===== src/rtl/roe_regdec_pkg.sv =====
// Shared types for the R.O.E register-window decoder.
//   page_mode_e : how a page select carried by an instruction is applied
//   wb_entry_t  : one writeback delay-line slot {addr, we} at default widths;
//                 instances with other widths pass their own entry type to
//                 wb_delay_line through its type parameter.
package roe_regdec_pkg;

  localparam int unsigned PAGE_W_DEF  = 2;
  localparam int unsigned FIELD_W_DEF = 2;
  localparam int unsigned ADDR_W      = PAGE_W_DEF + FIELD_W_DEF;

  typedef enum logic {
    PAGE_STICKY  = 1'b0,
    PAGE_ONESHOT = 1'b1
  } page_mode_e;

  typedef struct packed {
    logic [ADDR_W-1:0] addr;
    logic              we;
  } wb_entry_t;

endpackage


===== src/rtl/wb_delay_line.sv =====
// Free-running shift register carrying destination writes to writeback.
// Ports:
//   clk    : clock, rising edge
//   reset  : asynchronous active-high reset, clears every stage
//   din    : entry loaded into stage 0 each cycle
//   stages : contents of all stages, stage DEPTH-1 is the writeback output
module wb_delay_line
  import roe_regdec_pkg::*;
#(
  parameter int unsigned DEPTH   = 2,
  parameter type         entry_t = wb_entry_t
) (
  input  logic   clk,
  input  logic   reset,
  input  entry_t din,
  output entry_t stages [DEPTH]
);

  entry_t stage_q [DEPTH];

  // Advances every cycle; bubbles travel with we = 0.
  always_ff @(posedge clk or posedge reset) begin
    if (reset) begin
      for (int i = 0; i < int'(DEPTH); i++) begin
        stage_q[i] <= '0;
      end
    end else begin
      stage_q[0] <= din;
      for (int i = 1; i < int'(DEPTH); i++) begin
        stage_q[i] <= stage_q[i-1];
      end
    end
  end

  assign stages = stage_q;

endmodule


===== src/rtl/reg_window_decode.sv =====
// Register-window address decoder: prefixes short instruction register fields
// with a page (window) value to form full register-file addresses, delays the
// destination to writeback and flags read-after-write hazards (advisory only).
// Ports:
//   clk, reset            : clock (rising edge), async active-high reset
//   instr_valid           : instruction present this cycle
//   set_page, page_mode   : page select and its mode (0 sticky, 1 one-shot)
//   page_in               : page value carried by the instruction
//   rs_field, rd_field    : short source / destination register fields
//   rd_we                 : instruction writes rd
//   rs_addr, rd_addr      : registered full addresses, qualified by dec_valid
//   page_q                : current sticky page
//   wb_addr, wb_we        : destination write delayed to writeback
//   raw_hazard            : registered; source matches an in-flight write
module reg_window_decode
  import roe_regdec_pkg::*;
#(
  parameter int unsigned PAGE_W   = 2,
  parameter int unsigned FIELD_W  = 2,
  parameter int unsigned WB_DELAY = 2  // 1..8
) (
  input  logic                      clk,
  input  logic                      reset,
  input  logic                      instr_valid,
  input  logic                      set_page,
  input  logic                      page_mode,
  input  logic [PAGE_W-1:0]         page_in,
  input  logic [FIELD_W-1:0]        rs_field,
  input  logic [FIELD_W-1:0]        rd_field,
  input  logic                      rd_we,
  output logic [PAGE_W+FIELD_W-1:0] rs_addr,
  output logic [PAGE_W+FIELD_W-1:0] rd_addr,
  output logic                      dec_valid,
  output logic [PAGE_W-1:0]         page_q,
  output logic [PAGE_W+FIELD_W-1:0] wb_addr,
  output logic                      wb_we,
  output logic                      raw_hazard
);

  localparam int unsigned AddrW = PAGE_W + FIELD_W;

  typedef struct packed {
    logic [AddrW-1:0] addr;
    logic             we;
  } entry_t;

  logic              take_page;
  logic [PAGE_W-1:0] eff_page;
  logic [PAGE_W-1:0] page_d;
  logic [AddrW-1:0]  rs_full;
  logic [AddrW-1:0]  rd_full;
  logic              rd_we_q;
  logic              hazard_d;
  entry_t            stage_in;
  entry_t            stages [WB_DELAY];

  // The carried page applies to its own instruction; only sticky selects
  // update the page register.
  always_comb begin
    take_page = instr_valid & set_page;
    eff_page  = take_page ? page_in : page_q;
    page_d    = page_q;
    if (take_page && (page_mode_e'(page_mode) == PAGE_STICKY)) begin
      page_d = page_in;
    end
    rs_full = {eff_page, rs_field};
    rd_full = {eff_page, rd_field};
  end

  // Pending writes: the decode output plus every delay stage except the last,
  // which writes back this cycle and is forwarded by the register file.
  always_comb begin
    hazard_d = dec_valid & rd_we_q & (rd_addr == rs_full);
    for (int i = 0; i < int'(WB_DELAY) - 1; i++) begin
      hazard_d = hazard_d | (stages[i].we & (stages[i].addr == rs_full));
    end
    hazard_d = hazard_d & instr_valid;
  end

  always_ff @(posedge clk or posedge reset) begin
    if (reset) begin
      page_q     <= '0;
      rs_addr    <= '0;
      rd_addr    <= '0;
      rd_we_q    <= 1'b0;
      dec_valid  <= 1'b0;
      raw_hazard <= 1'b0;
    end else begin
      page_q     <= page_d;
      dec_valid  <= instr_valid;
      raw_hazard <= hazard_d;
      if (instr_valid) begin
        rs_addr <= rs_full;
        rd_addr <= rd_full;
        rd_we_q <= rd_we;
      end
    end
  end

  always_comb begin
    stage_in.addr = rd_addr;
    stage_in.we   = dec_valid & rd_we_q;
  end

  wb_delay_line #(
    .DEPTH   (WB_DELAY),
    .entry_t (entry_t)
  ) u_wb_delay_line (
    .clk    (clk),
    .reset  (reset),
    .din    (stage_in),
    .stages (stages)
  );

  assign wb_addr = stages[WB_DELAY-1].addr;
  assign wb_we   = stages[WB_DELAY-1].we;

endmodule


===== config.mk =====
export PLATFORM = sky130hd
export DESIGN_NAME = reg_window_decode
export DESIGN_NICKNAME = d
export VERILOG_FILES = /design/src/rtl/roe_regdec_pkg.sv /design/src/rtl/wb_delay_line.sv /design/src/rtl/reg_window_decode.sv
export SDC_FILE = /design/constraint.sdc
export NUM_CORES = 1
export LEC_CHECK = 0
export CAP_MARGIN = 15
export CORE_MARGIN = 3
export CORE_UTILIZATION = 34
export CTS_BUF_LIST = sky130_fd_sc_hd__clkbuf_2
export CTS_CLUSTER_SIZE = 20
export DETAILED_ROUTE_END_ITERATION = 10
export GPL_TIMING_DRIVEN = 0
export SETUP_SLACK_MARGIN = 0.05
export SLEW_MARGIN = 10
export SYNTH_ARGS = -nofsm -noshare
export SYNTH_HDL_FRONTEND = slang
export SYNTH_SLANG_ARGS = --single-unit

===== constraint.sdc =====
create_clock -name clk -period 1.12 [get_ports clk]
set_input_delay 0.28 -clock clk [delete_from_list [all_inputs] [get_ports clk]]
set_output_delay 0.28 -clock clk [all_outputs]
set_load 0.05 [all_outputs]

==> results of run 1 <==
==> cells in the mapped netlist (all sizes together) <==
master	number
dfrtp	21
buf	12
mux2	7
nand2	5
xor2	5
nor2	4
a21oi	3
inv	3
xnor2	3
mux2i	2
nor3	2
o21ai	2
a211oi	1
a21boi	1
a221oi	1
and2	1
and3	1
and4	1
nand2b	1
nand4b	1
nor2b	1
o21bai	1
o311ai	1
or3b	1
==> state kept, by name, summed over array words and instances (netlist names) <==
| name | flops |
|---|---|
| u_wb_delay_line.stages | 10 |
| rs_addr | 4 |
| page_q | 2 |
| rd_addr | 2 |
| dec_valid | 1 |
| raw_hazard | 1 |
| rd_we_q | 1 |
==> metrics by stage <==
| step | hold WS (ps) | instances |
|---|---|---|
| 2_1_floorplan | 256 | 81 |
| 3_3_place_gp | 359 | 138 |
| 3_5_place_dp | 366 | 138 |
| 4_1_cts | 309 | 146 |
| 5_1_grt | 290 | 147 |
| 6_report | 280 | 147 |
==> placed cells by master, fill, tap and decap left out <==
cell type | synthesis | layout
dfrtp_1 | 21 | 17
buf_6 | 0 | 13
buf_4 | 10 | 11
buf_8 | 0 | 9
clkdlybuf4s50_1 | 0 | 8
mux2_2 | 7 | 7
nand2_1 | 5 | 5
xor2_1 | 5 | 5
dfrtp_2 | 0 | 4
nor2_1 | 4 | 3
a21oi_1 | 3 | 3
xnor2_1 | 3 | 3
clkbuf_2 | 0 | 3
mux2i_1 | 2 | 2
inv_1 | 3 | 2
nor3_1 | 2 | 2
clkinvlp_4 | 0 | 2
buf_2 | 2 | 1
or3b_4 | 0 | 1
a221oi_2 | 1 | 1
a211oi_1 | 1 | 1
o311ai_0 | 1 | 1
nand2b_1 | 1 | 1
nor2b_1 | 1 | 1
o21ai_0 | 1 | 1
and3_2 | 1 | 1
a21boi_0 | 1 | 1
o21bai_1 | 1 | 1
and2_1 | 1 | 1
and4_1 | 1 | 1
nand4b_1 | 1 | 1
o21ai_1 | 1 | 1
nor2_2 | 0 | 1
clkdlybuf4s15_1 | 0 | 1
dlygate4sd2_1 | 0 | 1
==> area by class of cell <==
class                   instances  area [µm²]
plain buffers                   8        76.3
well taps                      30        37.5
inverters                       3        15.0
clock buffers                   3        15.0
repair buffers                 36         392
clock inverters                 1        7.51
flip-flops and latches         21         531
multi-input cells              45         342
fillers                       233        1150
==> worst register-to-register path: stages, from the launching register on <==
cell and delay [ps]:
dfrtp_1 430, or3b_4 380, a221oi_2 250, a211oi_1 70, o21ai_1 120
==> logic make-up (layout without fill, tap and decap cells) <==
logic type | after synthesis | after routing | share of synthesized area, %
XOR/XNOR | 8 | 8 | 7.31
AO/OA/AOI/OAI | 10 | 10 | 7.44
multiplexers | 9 | 9 | 10.3
flip-flops | 21 | 21 | 54.8
AND/OR/NAND/NOR | 18 | 18 | 10.1
buffers and inverters | 15 | 51 | 10.1
==> metal layers <==
layer | routed length (µm) | GRT usage (%) | up-vias
met4 | 0 | 5.18 | 0
li1 | - | - | 338
met1 | 821 | 15.6 | 330
met5 | 0 | 0 | -
met2 | 999 | 18.9 | 18
met3 | 74 | 1.96 | 0
==> power by group <==
group	leakage (nW)	internal, mW	switching, mW
Combinational	0.377	0.403	0.453
Clock	0.0126	0.0831	0.246
Sequential	0.244	0.848	0.0680
Total	0.634	1.33	0.768
==> path summary, 6_finish.rpt <==
path | to | start | slack, ps
max reg2reg | raw_hazard$_DFF_PP0_ | u_wb_delay_line.stages[9]$_DFF_PP0_ | -170
min | u_wb_delay_line.stages[0]$_DFF_PP0_ | reset | 280
max | rd_addr[2] | rs_addr[2]$_DFFE_PP0P_ | -230
min reg2reg | u_wb_delay_line.stages[0]$_DFF_PP0_ | u_wb_delay_line.stages[5]$_DFF_PP0_ | 410
min in group clk | rs_addr[2]$_DFFE_PP0P_ | set_page | 320
max in group asynchronous | page_q[1]$_DFFE_PP0P_ | reset | 540
==> timing repair <==
action,CTS,global route
setup endpoints to repair,27,24
buffers inserted,8,1
resized for setup,136,5
endpoints found under the hold margin,0,0
hold buffers,0,0
pin swaps,0,2
==> results.txt, run 1 <==
----------------------------------------------------
[Outcome]
  Status ... complete, but fails checks
  Violations in the final reports ... negative setup slack

[Worst setup path]
  FF-to-FF path depth ... 4
  Worst setup SP type ... flip-flop
  Max Fanout on Critical Path ... 3
  Max incr delay on CP ... 480 ps
  Crit path max-delay cell type ... dfrtp_2
  Cells along the critical path ... buf_6 > buf_8
  Setup Crit Path Kind ... reg2out
  Worst setup EP type ... output pin
  Data required time at the worst endpoint ... 840 ps
  WP depth ... 2
  Crit path buf inv count ... 2
  Data arrival, critical path ... 1070 ps
  Crit path max-delay family ... flip-flops

[Route]
  Via count ... 686
  DR pass1 iterations ... 4
  Average routed wire per standard cell ... about 13 µm
  Detailed-route vias per instance ... 4.67
  Aggregate routed wire length ... 1900 µm
  Detailed Route Iter0 Violations ... 17
  DRC ... 0
  DRT antenna net count ... 0

[Placed design]
  Worst slack, placed ... -697 ps
  Detail Placement HPWL ... between 1000 and 1500 µm
  Last weighted congestion value of the routability-driven placer ... 0.739
  Port-buffer cells ... 27
  Placed inst area ... 0.00127 mm²

[CTS]
  Clock tree from TritonCTS ... built
  Num Clock Sinks ... 21
  Clock edge transition at the registers on the reported setup and hold paths ... between 200 and 250 ps
  TritonCTS buffer count ... 3
  Clock root buffer master ... clkbuf_2
  Deepest level of the CTS H-tree ... 1
  Maximum clock insertion buffer count ... 2
  Later-pin clock latency in the skew report ... 330 ps

[Floorplanning]
  Die area ... 0.00349 mm²
  Y dimension of the die ... 59.1 µm
  Num ports ... 29
  Die outline width ... 59.1 µm
  Initial core utilization ... 37.3%
  Num rows ... 18
  Placeable Area ... 0.00257 mm²

[Pwr]
  Cell area power density ... 1490 mW/mm²
  Leakage power ... roughly 0.63 nW
  Power consumption ... approximately 2.1 mW
  VDD IR max ... 0.810 mV

[Cells and area]
  Number of nets in the layout ... between 100 and 150
  Share of cells above drive strength 1 ... 46.2%
  Area growth from synthesis to layout ... 47.7%
  Diodes inserted ... 0
  Design area ... 0.00142 mm²
  Final core utilization ... 55.1%

[Yosys]
  Yosys top cell area share ... 54.8%
  Biggest area contributors in the synthesized netlist ... dfrtp_1, mux2_2, buf_4, xor2_1, xnor2_1
  Part of the Yosys area used for sequential elements ... 54.8%
  Total of flip-flops plus latches after synthesis ... 21
  Count of unique library cells instantiated by Yosys ... 26
  Summed instance area of the synthesized netlist ... roughly 960 µm²
  Yosys synthesis warning count ... 0
  Mean post-synth cell area ... 11.8 µm²
  Number of standard cells after synthesis ... 81
  Post-synthesis net count ... 93
  Cell taking the most area after synthesis ... dfrtp_1

[Timing]
  Number of max-slew violations in the final report ... 0
  Highest clock frequency the design can meet ... between 700 and 800 MHz
  Final cycle utilization of the critical path ... 121%
  Final setup slack of the worst path ... -232 ps
  Final-layout setup total negative slack ... -2260 ps
  Endpoints failing setup ... 18
  Minimum clock period ... 1350 ps
  Transition at the pin with the smallest max-transition slack ... 462 ps
  Final Hold Viols ... 0
  Relative slew slack ... 69.1%
  RSZ-0062 raised after global routing ... true
  Setup skew after layout ... 7.72 ps

[GRT]
  Wire length of the first global-routing pass ... 3110 µm
  Remaining global-route overflow ... 0
  Total global routing track utilization ... 11.8%
  Vias in the first global route ... 691
  Antenna violations before repair ... 0
  Maximum number of pins on one net before global-route repair ... 22

[Run]
  Reported max-cap violation count ... 0

[Hold path]
  Worst min-delay path class ... in2async

----------------------------------------------------
Note: power is estimated with default switching activity, not from simulation.
==> inputs of run 2 (changes only) <==
--- a/config.mk
+++ b/config.mk
@@ -6,7 +6,7 @@
 export NUM_CORES = 1
 export LEC_CHECK = 0
 export CAP_MARGIN = 15
-export CORE_MARGIN = 3
+export CORE_MARGIN = 1
 export CORE_UTILIZATION = 34
 export CTS_BUF_LIST = sky130_fd_sc_hd__clkbuf_2
 export CTS_CLUSTER_SIZE = 20
==> run 2 against run 1 <==
Net effect: clock skew shrank 2.5 ps; critical path depth is the same; the run still ends with negative setup slack left; global-route usage grew 2.8 points; combinational power shrank 2.5%; die area shrank 13%; first-iteration DRC count shrank 59%; critical endpoint is now rs_addr[3]; clock power shrank 5%; sequential share of layout area grew 0.72 points; clock-buffer cell count is the same; sequential power is essentially flat; flip-flop and latch count is the same; register-to-register slack is essentially flat.
==> results.txt, run 2 (synthesis results as in run 1) <==
----------------------------------------------------
[Timing]
  Transition at the pin with the smallest max-transition slack ... 764 ps (was 462 ps)
  Number of max-slew violations in the final report ... 0 (unchanged)
  Setup skew after layout ... 5.18 ps (was 7.72 ps)
  RSZ-0062 raised after global routing ... true (unchanged)
  Relative slew slack ... 49.0% (was 69.1%)
  Highest clock frequency the design can meet ... 751 MHz (was 740 MHz)
  Final setup slack of the worst path ... -211 ps (was -232 ps)
  WHS ... 150 ps (was 280 ps)
  Final Hold Viols ... 0 (unchanged)
  Final cycle utilization of the critical path ... 119% (was 121%)
  Minimum clock period ... 1330 ps (was 1350 ps)
  Endpoints failing setup ... 18 (unchanged)

[Cells and area]
  Most frequent cells in the layout ... dfrtp_1, buf_6, buf_4 (unchanged)
  Final core utilization ... 53.9% (was 55.1%)
  Share of cells above drive strength 1 ... 44.0% (was 46.2%)
  Largest register FFs ... 10 (unchanged)
  Post-route insts no fill ... 146 (was 147)
  Number of nets in the layout ... 129 (was 130)
  Diodes inserted ... 0 (unchanged)
  Area growth from synthesis to layout ... 44.5% (was 47.7%)
  Most frequent standard cell in the layout excluding fill and tap cells ... dfrtp_1 (unchanged)

[Route]
  Aggregate routed wire length ... 1820 µm (was 1900 µm)
  Average routed wire per standard cell ... 12.5 µm (was 12.9 µm)
  Detailed Route Iter0 Violations ... 7 (was 17)
  DRC ... 0 (unchanged)
  DRT antenna net count ... 0 (unchanged)
  Detailed-route vias per instance ... 4.77 (was 4.67)
  DR pass1 iterations ... 4 (unchanged)
  Via count ... 696 (was 686)

[GRT]
  Remaining global-route overflow ... 0 (unchanged)
  Total global routing track utilization ... 14.6% (was 11.8%)
  Antenna violations before repair ... 0 (unchanged)
  Wire length of the first global-routing pass ... 3010 µm (was 3110 µm)
  Maximum number of pins on one net before global-route repair ... 22 (unchanged)
  Vias in the first global route ... 657 (was 691)

[Worst setup path]
  Worst setup EP type ... output pin (unchanged)
  Worst setup SP type ... flip-flop (unchanged)
  FF-to-FF path depth ... 4 (unchanged)
  Max Fanout on Critical Path ... 4 (was 3)
  Data required time at the worst endpoint ... 840 ps (about the same)
  Setup Crit Path Kind ... reg2out (unchanged)
  Data arrival, critical path ... 1050 ps (was 1070 ps)
  Startpoint of the lowest-slack register-to-register path ... u_wb_delay_line.stages[9]$_DFF_PP0_ (unchanged)
  Flop-to-flop setup slack ... -160 ps (was -170 ps)
  Destination of the worst register-to-register timing path ... raw_hazard$_DFF_PP0_ (unchanged)

[CTS]
  Hold buffer count at cts ... 0 (unchanged)
  Later-pin clock latency in the skew report ... 320 ps (was 330 ps)
  Maximum clock insertion buffer count ... 2 (unchanged)
  Deepest level of the CTS H-tree ... 1 (unchanged)
  Clock tree from TritonCTS ... built (unchanged)
  Num Clock Sinks ... 21 (unchanged)
  Clock root buffer master ... clkbuf_2 (unchanged)
  TritonCTS buffer count ... 3 (unchanged)
  Clock edge transition at the registers on the reported setup and hold paths ... 190 ps (was 220 ps)

[Floorplanning]
  Y dimension of the die ... 55.1 µm (was 59.1 µm)
  Die outline width ... 55.1 µm (was 59.1 µm)
  Initial core utilization ... 37.3% (unchanged)
  Num rows ... 18 (unchanged)
  Die area ... 0.00304 mm² (was 0.00349 mm²)
  Num ports ... 29 (unchanged)
  Placeable Area ... 0.00257 mm² (unchanged)

[Pwr]
  Leakage power ... 0.635 nW (was 0.634 nW)
  Cell area power density ... 1490 mW/mm² (about the same)
  VDD IR max ... 0.752 mV (was 0.810 mV)

[Placed design]
  Cell count after placement ... 138 (unchanged)
  Last weighted congestion value of the routability-driven placer ... 0.719 (was 0.739)
  Detail Placement HPWL ... 1330 µm (was 1310 µm)
  Worst slack, placed ... -727 ps (was -697 ps)
  Port-buffer cells ... 27 (unchanged)

[Outcome]
  Violations in the final reports ... negative setup slack (unchanged)
  Status ... complete, but fails checks (unchanged)

[Hold path]
  Worst hold path stage count ... 1
  Worst Min Path Start ... instr_valid
  Worst min-delay path class ... in2reg (was in2async)
  WHS Endpoint ... dec_valid$_DFF_PP0_

[Run]
  Reported max-cap violation count ... 0 (unchanged)

----------------------------------------------------
-- run 2: worst max path at each step --
stage,slack (ps),to,cells after the start,from
3_5_place_dp,-730,raw_hazard$_DFF_PP0_,5,instr_valid
5_1_grt,-280,rs_addr[3],2,rs_addr[3]$_DFFE_PP0P_
6_report,-210,rs_addr[3],2,rs_addr[3]$_DFFE_PP0P_
4_1_cts,-230,rs_addr[2],2,rs_addr[2]$_DFFE_PP0P_
2_1_floorplan,-90,raw_hazard$_DFF_PP0_,4,u_wb_delay_line.stages[9]$_DFF_PP0_
3_3_place_gp,-660,raw_hazard$_DFF_PP0_,5,instr_valid
-- run 2: cell type report --
class | count | area, µm²
Buffer | 8 | 72.6
Clock buffer | 3 | 15.0
Clock inverter | 1 | 5.00
Fill cell | 247 | 1180
Inverter | 3 | 11.3
Multi-Input combinational cell | 45 | 339
Sequential cell | 21 | 529
Tap cell | 30 | 37.5
Timing Repair Buffer | 35 | 375
-- run 2: power by group --
group | leakage (nW) | switching, mW | internal [mW]
Sequential | 0.245 | 0.0677 | 0.847
Clock | 0.0164 | 0.231 | 0.0809
Combinational | 0.374 | 0.447 | 0.388
Total | 0.635 | 0.745 | 1.32
-- run 2: repair_timing --
| item | CTS | global route |
|---|---|---|
| endpoints found under the setup margin | 27 | 25 |
| buffers inserted | 8 | 0 |
| pin swaps | 0 | 1 |
| gates resized for setup | 135 | 2 |
-- run 2: metrics by stage --
step | total power, mW | instance area (µm²) | TNS [ps]
2_1_floorplan | 1.42 | 965 | -90.5
3_3_place_gp | 1.63 | 1270 | -15710
3_5_place_dp | 1.65 | 1270 | -15760
4_1_cts | 2.09 | 1390 | -2520
5_1_grt | 2.17 | 1390 | -3100
6_report | 2.06 | 1390 | -2070
-- run 2: routing by layer --
metal / vias to the layer above / track usage [%] / share of wire [%]
li1: 336 / - / -
met1: 340 / 17.9 / 45
met3: 4 / 2.46 / 3.3
met4: 0 / 7.50 / 2.3
met2: 16 / 24.5 / 49
met5: - / 0 / 0
-- run 2: critical path, stage by stage, from the launching register on --
cell	delay (ps)
dfrtp_1	450
buf_4	140
buf_6	140
==> inputs of run 3 (changes only) <==
--- a/config.mk
+++ b/config.mk
@@ -7,11 +7,13 @@
 export LEC_CHECK = 0
 export CAP_MARGIN = 15
 export CORE_MARGIN = 1
-export CORE_UTILIZATION = 34
+export CORE_UTILIZATION = 43
 export CTS_BUF_LIST = sky130_fd_sc_hd__clkbuf_2
 export CTS_CLUSTER_SIZE = 20
 export DETAILED_ROUTE_END_ITERATION = 10
+export GPL_ROUTABILITY_DRIVEN = 0
 export GPL_TIMING_DRIVEN = 0
+export PLACE_DENSITY = 0.77
 export SETUP_SLACK_MARGIN = 0.05
 export SLEW_MARGIN = 10
 export SYNTH_ARGS = -nofsm -noshare
==> run 3 against run 2 <==
Net effect: the flow still finishes with violations (negative setup slack); first-iteration DRC count unchanged; sequential power is essentially flat; via count is 2.7% higher; register-to-register slack improved by 40 ps; hold slack better by 160 ps; clock power increased by 2%; cell area is 0.63% higher; non-clock buffer count shrank 1; flip-flop and latch count unchanged; critical path depth unchanged; die area decreased by 20%; sequential share of layout area fell by 0.24 points.
==> results.txt, run 3 (synthesis results as in run 1) <==
----------------------------------------------------
[Outcome]
  Status ... complete, but fails checks (unchanged)
  Violations in the final reports ... negative setup slack (unchanged)

[Worst setup path]
  Setup Crit Path Kind ... reg2out (unchanged)
  Data required time at the worst endpoint ... 840 ps (about the same)
  Data arrival, critical path ... 1060 ps (was 1050 ps)
  FF-to-FF path depth ... 4 (unchanged)
  Worst setup EP type ... output pin (unchanged)
  Worst setup SP type ... flip-flop (unchanged)
  Destination of the worst register-to-register timing path ... raw_hazard$_DFF_PP0_ (unchanged)
  Max Fanout on Critical Path ... 3 (was 4)
  Flop-to-flop setup slack ... -120 ps (was -160 ps)
  Startpoint of the lowest-slack register-to-register path ... u_wb_delay_line.stages[9]$_DFF_PP0_ (unchanged)
  Critical path capture point ... rd_addr[2] (was rs_addr[3])
  Crit. Startpoint ... rs_addr[2]$_DFFE_PP0P_ (was rs_addr[3]$_DFFE_PP0P_)

[CTS]
  Clock root buffer master ... clkbuf_2 (unchanged)
  Later-pin clock latency in the skew report ... 330 ps (was 320 ps)
  Clock edge transition at the registers on the reported setup and hold paths ... 190 ps (about the same)
  Clock tree from TritonCTS ... built (unchanged)
  TritonCTS buffer count ... 3 (unchanged)
  Deepest level of the CTS H-tree ... 1 (unchanged)
  Num Clock Sinks ... 21 (unchanged)
  Maximum clock insertion buffer count ... 2 (unchanged)

[GRT]
  Wire length of the first global-routing pass ... 3160 µm (was 3010 µm)
  Maximum number of pins on one net before global-route repair ... 22 (unchanged)
  Total global routing track utilization ... 17.9% (was 14.6%)
  Vias in the first global route ... 710 (was 657)
  Antenna violations before repair ... 0 (unchanged)
  Remaining global-route overflow ... 0 (unchanged)

[Cells and area]
  Number of nets in the layout ... 128 (was 129)
  Final core utilization ... 68.9% (was 53.9%)
  Share of cells above drive strength 1 ... 42.6% (was 44.0%)
  Most frequent standard cell in the layout excluding fill and tap cells ... dfrtp_1 (unchanged)
  Largest register FFs ... 10 (unchanged)
  Design area ... 0.00139 mm² (about the same)
  Diodes inserted ... 0 (unchanged)
  Area growth from synthesis to layout ... 45.4% (was 44.5%)
  Most frequent cells in the layout ... dfrtp_1, buf_6, buf_8 (was dfrtp_1, buf_6, buf_4)
  Fill count ... 157 (was 247)

[Floorplanning]
  Die area ... 0.00242 mm² (was 0.00304 mm²)
  Y dimension of the die ... 49.2 µm (was 55.1 µm)
  Initial core utilization ... 47.4% (was 37.3%)
  Num rows ... 16 (was 18)
  Placeable Area ... 0.00202 mm² (was 0.00257 mm²)
  Die outline width ... 49.2 µm (was 55.1 µm)
  Num ports ... 29 (unchanged)

[Timing]
  RSZ-0062 raised after global routing ... true (unchanged)
  Endpoints failing setup ... 18 (unchanged)
  Highest clock frequency the design can meet ... 744 MHz (was 751 MHz)
  Number of max-slew violations in the final report ... 0 (unchanged)
  Final-layout setup total negative slack ... -2080 ps (was -2070 ps)
  Minimum clock period ... 1340 ps (was 1330 ps)
  Setup skew after layout ... 12.9 ps (was 5.18 ps)
  Relative slew slack ... 47.9% (was 49.0%)
  Final Hold Viols ... 0 (unchanged)
  Final setup slack of the worst path ... -225 ps (was -211 ps)
  Final cycle utilization of the critical path ... 120% (was 119%)
  Transition at the pin with the smallest max-transition slack ... 781 ps (was 764 ps)

[Placed design]
  Port-buffer cells ... 27 (unchanged)
  Worst slack, placed ... -675 ps (was -727 ps)
  Placed inst area ... 0.00127 mm² (about the same)
  Detail Placement HPWL ... 1260 µm (was 1330 µm)

[Route]
  Average routed wire per standard cell ... 13.5 µm (was 12.5 µm)
  DRC ... 0 (unchanged)
  Via count ... 715 (was 696)
  DRT antenna net count ... 0 (unchanged)
  Detailed-route vias per instance ... 5.04 (was 4.77)
  Detailed Route Iter0 Violations ... 7 (unchanged)
  Aggregate routed wire length ... 1910 µm (was 1820 µm)
  DR pass1 iterations ... 4 (unchanged)

[Pwr]
  VDD IR max ... 0.878 mV (was 0.752 mV)
  Leakage power ... 0.637 nW (was 0.635 nW)
  Power consumption ... 2.09 mW (was 2.06 mW)
  Cell area power density ... 1500 mW/mm² (was 1490 mW/mm²)

[Run]
  Reported max-cap violation count ... 0 (unchanged)

[Hold path]
  Worst min-delay path class ... in2reg (unchanged)

----------------------------------------------------
==> run 3: worst max-delay path, cell delays in order, from the launching register on <==
cell,delay (ps)
dfrtp_2,480
buf_6,120
buf_8,140
==> run 3: what timing repair did <==
| item | CTS | global route |
|---|---|---|
| setup buffers | 7 | 0 |
| resized for setup | 139 | 1 |
| pin swaps | 0 | 0 |
| endpoints found under the hold margin | 0 | 0 |
| hold buffers | 0 | 0 |
| endpoints found under the setup margin | 27 | 25 |
==> run 3: routing by layer <==
layer	global-route usage (%)	vias to the layer above	wire (µm)
li1	-	333	-
met1	22.4	362	842
met2	29.2	15	965
met3	2.80	5	55
met4	10.3	0	46
met5	0	-	0
==> run 3: how the worst min path moves through the flow <==
stage                                   startpoint                                   to  slack [ps]  depth (start not counted)
5_1_grt                                   set_page               rs_addr[2]$_DFFE_PP0P_         280                          3
2_1_floorplan                                reset                  dec_valid$_DFF_PP0_         260                          1
4_1_cts                                   set_page               rs_addr[2]$_DFFE_PP0P_         300                          3
3_5_place_dp   u_wb_delay_line.stages[5]$_DFF_PP0_  u_wb_delay_line.stages[0]$_DFF_PP0_         360                          0
6_report                                  set_page               rs_addr[2]$_DFFE_PP0P_         310                          3
3_3_place_gp   u_wb_delay_line.stages[5]$_DFF_PP0_  u_wb_delay_line.stages[0]$_DFF_PP0_         360                          0
==> run 3: report_power, final <==
group | switching [mW] | internal [mW]
clock network | 0.224 | 0.0945
logic | 0.456 | 0.396
registers | 0.0703 | 0.847
total | 0.751 | 1.34
==> run 3: layout make-up <==
| cell class | instances | area, µm² | area share (%) |
|---|---|---|---|
| clock buffer | 4 | 20.0 | 1.44 |
| multi-input combinational | 45 | 339 | 24.3 |
| buffer | 8 | 80.1 | 5.75 |
| sequential | 21 | 529 | 38.0 |
| inverter | 3 | 11.3 | 0.808 |
| timing repair buffer | 34 | 380 | 27.3 |
| tap | 27 | 33.8 | 2.42 |
==> run 3: per-stage QoR <==
step                      hold WS (ps)  std cells
after global routing               283        142
after CTS                          295        142
final                              313        142
after global placement             356        135
after floorplan                    256         81
after detailed placement           360        135
